<file path="src/rtl/ram64_copy_engine.sv">
// ram64_copy_engine: copies a block of words within a single-port RAM.
// Each word takes one READ cycle (combinational RAM read, captured into a
// holding register) and one WRITE cycle, followed by a one-cycle DONE pulse.
//
// Ports
//   clk, rst      : clock, synchronous active-high reset
//   start         : request a copy (honoured only in IDLE)
//   src_addr      : first source word address
//   dst_addr      : first destination word address
//   length        : words to copy, clamped to the RAM depth
//   busy          : high from the first READ cycle through the DONE cycle
//   done          : one-cycle completion pulse
//   mem_load      : RAM write enable
//   mem_addres    : RAM word address
//   mem_data_out  : RAM write data
//   mem_data_in   : RAM read data (valid in the cycle the address is driven)
module ram64_copy_engine #(
    parameter int unsigned ADDR_W = 6,
    parameter int unsigned DATA_W = 16
) (
    input  logic              clk,
    input  logic              rst,
    input  logic              start,
    input  logic [ADDR_W-1:0] src_addr,
    input  logic [ADDR_W-1:0] dst_addr,
    input  logic [ADDR_W:0]   length,
    output logic              busy,
    output logic              done,
    output logic              mem_load,
    output logic [ADDR_W-1:0] mem_addres,
    output logic [DATA_W-1:0] mem_data_out,
    input  logic [DATA_W-1:0] mem_data_in
);

    localparam int unsigned LEN_W = ADDR_W + 1;
    localparam int unsigned DEPTH = 1 << ADDR_W;
    localparam logic [LEN_W-1:0] MAX_LEN = LEN_W'(DEPTH);

    typedef enum logic [1:0] {
        ST_IDLE  = 2'd0,
        ST_READ  = 2'd1,
        ST_WRITE = 2'd2,
        ST_DONE  = 2'd3
    } state_t;

    state_t              state_q, state_d;
    logic [ADDR_W-1:0]   idx_q, idx_d;
    logic [ADDR_W-1:0]   src_q, src_d;
    logic [ADDR_W-1:0]   dst_q, dst_d;
    logic [LEN_W-1:0]    len_q, len_d;
    logic [DATA_W-1:0]   hold_q, hold_d;

    // Output registers, loaded with the values belonging to the next state
    logic                busy_q, busy_d;
    logic                done_q, done_d;
    logic                load_q, load_d;
    logic [ADDR_W-1:0]   addr_q, addr_d;
    logic [DATA_W-1:0]   dout_q, dout_d;

    logic [LEN_W-1:0]    length_eff_c;
    logic                last_word_c;

    // Requests longer than the RAM are clamped to the full RAM
    assign length_eff_c = (length > MAX_LEN) ? MAX_LEN : length;

    assign last_word_c  = ({1'b0, idx_q} == (len_q - LEN_W'(1)));

    // Next-state, operand and output decode
    always_comb begin
        state_d = state_q;
        idx_d   = idx_q;
        src_d   = src_q;
        dst_d   = dst_q;
        len_d   = len_q;
        hold_d  = hold_q;
        busy_d  = 1'b0;
        done_d  = 1'b0;
        load_d  = 1'b0;
        addr_d  = '0;
        dout_d  = '0;

        case (state_q)
            ST_IDLE: begin
                if (start) begin
                    src_d   = src_addr;
                    dst_d   = dst_addr;
                    len_d   = length_eff_c;
                    idx_d   = '0;
                    state_d = (length_eff_c == '0) ? ST_DONE : ST_READ;
                end
            end
            ST_READ: begin
                hold_d  = mem_data_in;
                state_d = ST_WRITE;
            end
            ST_WRITE: begin
                if (last_word_c) begin
                    state_d = ST_DONE;
                end else begin
                    idx_d   = idx_q + ADDR_W'(1);
                    state_d = ST_READ;
                end
            end
            ST_DONE: begin
                state_d = ST_IDLE;
            end
            default: begin
                state_d = ST_IDLE;
            end
        endcase

        // Address sums wrap naturally at the RAM depth
        case (state_d)
            ST_READ: begin
                busy_d = 1'b1;
                addr_d = src_d + idx_d;
            end
            ST_WRITE: begin
                busy_d = 1'b1;
                load_d = 1'b1;
                addr_d = dst_d + idx_d;
                dout_d = hold_d;
            end
            ST_DONE: begin
                busy_d = 1'b1;
                done_d = 1'b1;
            end
            default: begin
                busy_d = 1'b0;
            end
        endcase
    end

    // State, operand and output registers
    always_ff @(posedge clk) begin
        if (rst) begin
            state_q <= ST_IDLE;
            idx_q   <= '0;
            src_q   <= '0;
            dst_q   <= '0;
            len_q   <= '0;
            hold_q  <= '0;
            busy_q  <= 1'b0;
            done_q  <= 1'b0;
            load_q  <= 1'b0;
            addr_q  <= '0;
            dout_q  <= '0;
        end else begin
            state_q <= state_d;
            idx_q   <= idx_d;
            src_q   <= src_d;
            dst_q   <= dst_d;
            len_q   <= len_d;
            hold_q  <= hold_d;
            busy_q  <= busy_d;
            done_q  <= done_d;
            load_q  <= load_d;
            addr_q  <= addr_d;
            dout_q  <= dout_d;
        end
    end

    // A reset arriving in a WRITE cycle must stop that write from committing
    // on the same edge, so the enable is masked by rst directly.
    assign mem_load     = load_q & ~rst;
    assign busy         = busy_q;
    assign done         = done_q;
    assign mem_addres   = addr_q;
    assign mem_data_out = dout_q;

endmodule

</file>
<file path="config.mk">
export PLATFORM = sky130hd
export DESIGN_NAME = ram64_copy_engine
export DESIGN_NICKNAME = d
export VERILOG_FILES = /design/src/rtl/ram64_copy_engine.sv
export SDC_FILE = /design/constraint.sdc
export NUM_CORES = 1
export LEC_CHECK = 0
export CORE_MARGIN = 1.5
export CORE_UTILIZATION = 42
export DETAILED_ROUTE_END_ITERATION = 10
export PLACE_DENSITY_LB_ADDON = 0.25
export SLEW_MARGIN = 20
export SYNTH_ARGS = -nofsm -noshare
export SYNTH_HDL_FRONTEND = slang
export SYNTH_SLANG_ARGS = --single-unit
</file>
<file path="constraint.sdc">
create_clock -name clk -period 3.43 [get_ports clk]
set_clock_uncertainty 0.2 [all_clocks]
set_input_delay 0.343 -clock clk [delete_from_list [all_inputs] [get_ports clk]]
set_output_delay 0.343 -clock clk [all_outputs]
set_load 0.02 [all_outputs]
</file>
==> summary.txt, run 1 <==
CTS
  – CTS Hold Bufs: 0
  – CTS tree: done
  – Post-CTS setup buffers: 0
  – CTS Sinks: 52
  – Later-pin clock latency in the skew report: 0.31 ns
  – Clock Path Buffers: 2
  – H-tree Lvls: 2
  – Clk pin slew, worst setup/hold paths: 0.09 ns
  – Number of CTS-inserted buffers: 5
  – Root Driver: clkbuf_8

Worst setup path
  – Critical Path Start: len_q[0]
  – Crit path required time: between 3 and 4 ns
  – Arr. time, crit path: approximately 3.5 ns
  – Worst r2r src: len_q[0]
  – Critical Path Sink Type: flip-flop
  – Maximum fanout along the worst path: 6
  – Kind of critical path: reg2reg
  – CP startpoint kind: flip-flop
  – Reg2Reg Setup Slack: -0.05 ns

Synth
  – EDFF count, synth: 0
  – Post-Syn Nets: 307
  – Register bit total from synthesis: 52
  – Yosys Warn Count: 0
  – FFs w/ async S/R, synth: 0%
  – Syn Std Cell Area: 2320 sq um
  – Most area-hungry cell type in the Yosys netlist: dfxtp_1
  – Top-area cell type share of the netlist area: between 40% and 50%
  – Syn Inst Count: 259
  – Synth Flop Type: dfxtp_1
  – Sequential share of the synthesized area: 44.9%
  – Yosys cell types: 45
  – Avg Inst Size Synth: ~9 sq um
  – Top post-synthesis cells by area: dfxtp_1, nand2_1, a21oi_1

Floorplan
  – Core footprint: 5200 sq um
  – Initial cell density of the core: between 40% and 50%
  – Number of cell rows: 26
  – DIE AREA: between 5000 and 6000 sq um
  – Die Y: 77.3 um
  – Top Ports: 63
  – Die W: 77.3 um

Route
  – Final wirelength: 5290 um
  – First-pass iteration count of the detailed router: 4
  – Final ANT Viol Nets: 0
  – Vias per inst: 4.99
  – DR WL/cell: between 10 and 15 um
  – Vias: 1,993
  – # DRC: 0
  – Initial DRC count: between 60 and 70

Global routing
  – Vias in the first global route: 1,897
  – Initial antenna violation count: 0
  – Largest net degree at the start of global routing: 20
  – GRT Total Usage: 18.5%
  – Total grt overflow: 0
  – Global-route wire length before repair: 8830 um

Timing
  – Max Fclk: 288 MHz
  – RSZ-0062 raised after global routing: yes
  – Period utilization: 101%
  – WHS: 0.259 ns
  – Final hold violation count: 0
  – Slew Limit Fails: 0
  – Relative slew margins: between 40% and 50%
  – Final setup margin: -0.0462 ns
  – Slew at the pin with the worst max-slew slack: 0.818 ns
  – Final setup viols: 2
  – Fin crit period: approximately 3.5 ns

Pwr
  – PwrDens: 371 nW/um^2
  – VDD IR max: ~0.26 mV
  – Total Power: 1.22 mW
  – Pleak: ~1.3 nW

Place
  – PortBufs: 62
  – Final GP Congestion: 0.884
  – Placement Setup Slack: -0.152 ns
  – Area after DPL: 3100 sq um
  – Detailed Place HPWL: 3900 um

Outcome
  – Run status: finished with violations
  – Violated checks: negative setup slack

Final layout
  – Share of cells above drive strength 1: 15.2%
  – Post-route cell area: approximately 3300 sq um
  – Ant. Diodes: 0
  – Nets: 376
  – Utilization after layout: 63.1%
  – Area growth from synthesis to final layout: 41.6%

Job
  – Max_cap viols: 0

Min path
  – Worst hold start: dst_q[3]
  – Worst Hold Class: reg2reg
-- flip-flops by register name, summed over array words and instances, names as in the netlist --
register and flops:
mem_addres 6, dst_q 6, state_q 2, mem_data_out 16
idx_q 6, done 1, busy 1, len_q 7
load_q 1, src_q 6
-- cell type report --
type	count	area, sq um
clock inverter	2	16.3
multi-input combinational	187	1310
sequential	52	1050
inverter	6	22.5
fill	461	1920
clock buffer	6	72.6
timing repair buffer	76	733
tap	70	87.6
-- per-stage QoR --
| step | TNS [ns] | cells |
|---|---|---|
| final | -0.0858 | 399 |
| after global routing | -0.303 | 399 |
| after CTS | 0 | 399 |
| after detailed placement | -0.269 | 391 |
| after global placement | -0.126 | 391 |
| after floorplan | 0 | 259 |
-- Yosys cell counts, types with 3 or more instances --
library cell and count:
nand2_1 41, nor3_1 3, inv_1 6, nand3b_1 6
clkbuf_1 10, dfxtp_1 52, nand2b_1 4, buf_1 3
xor2_1 4, mux2i_1 8, and2_1 17, o21ai_0 8
a21oi_1 24, ha_1 9, nor2_1 19, xnor2_1 6
nor2b_1 9
-- worst paths after layout --
kind,endpoint,cells after the start
min,dst_q[3],2
max,mem_addres[5],15
max reg2reg,mem_addres[5],15
min reg2reg,dst_q[3],2
-- critical path, cell delays in order, from the launching register on --
cell,delay [ns]
dfxtp_2,0.33
inv_2,0.06
ha_4,0.13
and2b_2,0.19
nor4b_4,0.06
or4_4,0.55
a31oi_4,0.31
nor2_2,0.10
a22o_4,0.25
ha_4,0.20
a21o_1,0.18
a21oi_2,0.17
o21ai_1,0.09
xnor2_1,0.14
nor2b_2,0.16
mux2_4,0.26
-- cell families after synthesis --
kind of cell | after synthesis | share of synthesized area, %
adders and majority gates | 10 | 5.72
AOI/OAI and AO/OA | 42 | 11.3
xor gates and xnor gates | 10 | 3.78
muxes | 11 | 5.23
buffers and inverters | 20 | 3.29
and+or+nand+nor | 114 | 25.8
DFF | 52 | 44.9
-- per-layer routing --
layer	global-route usage, %	share of wire [%]	up-vias	wire length (um)
met5	0	0	-	0
met4	7.64	2.0	0	104
met3	5.48	6.1	10	324
met2	29.9	49	51	2570
met1	22.9	43	930	2290
li1	-	-	1002	-
-- report_power, final --
part	internal, mW	switching, mW
Sequential	0.629	0.0155
Combinational	0.117	0.108
Clock	0.145	0.203
-- layout by cell type, fill, tap and decap left out, types with 4 or more instances in the layout --
master	instances
clkdlybuf4s50_1	62
dfxtp_1	48
nand2_1	41
a21oi_1	21
nor2_1	18
and2_1	17
buf_4	12
mux2i_1	8
nor2b_1	8
o21ai_0	7
xnor2_1	6
nand3b_1	6
ha_1	6
clkbuf_8	5
nand2b_1	4
xor2_1	4
inv_1	4
dfxtp_2	4
-- timing repair --
action | CTS | global route
gates cloned | 0 | 0
endpoints found under the setup margin | 2 | 2
pin swaps | 5 | 16
resized for setup | 8 | 15
Note: power is estimated with default switching activity, not from simulation.
==> run 2, diff against run 1 <==
HOLD_SLACK_MARGIN = 0.08   (was not set)
==> results of run 2 <==
Same layout as run 1: the final DEF is identical, and so are final timing and power.
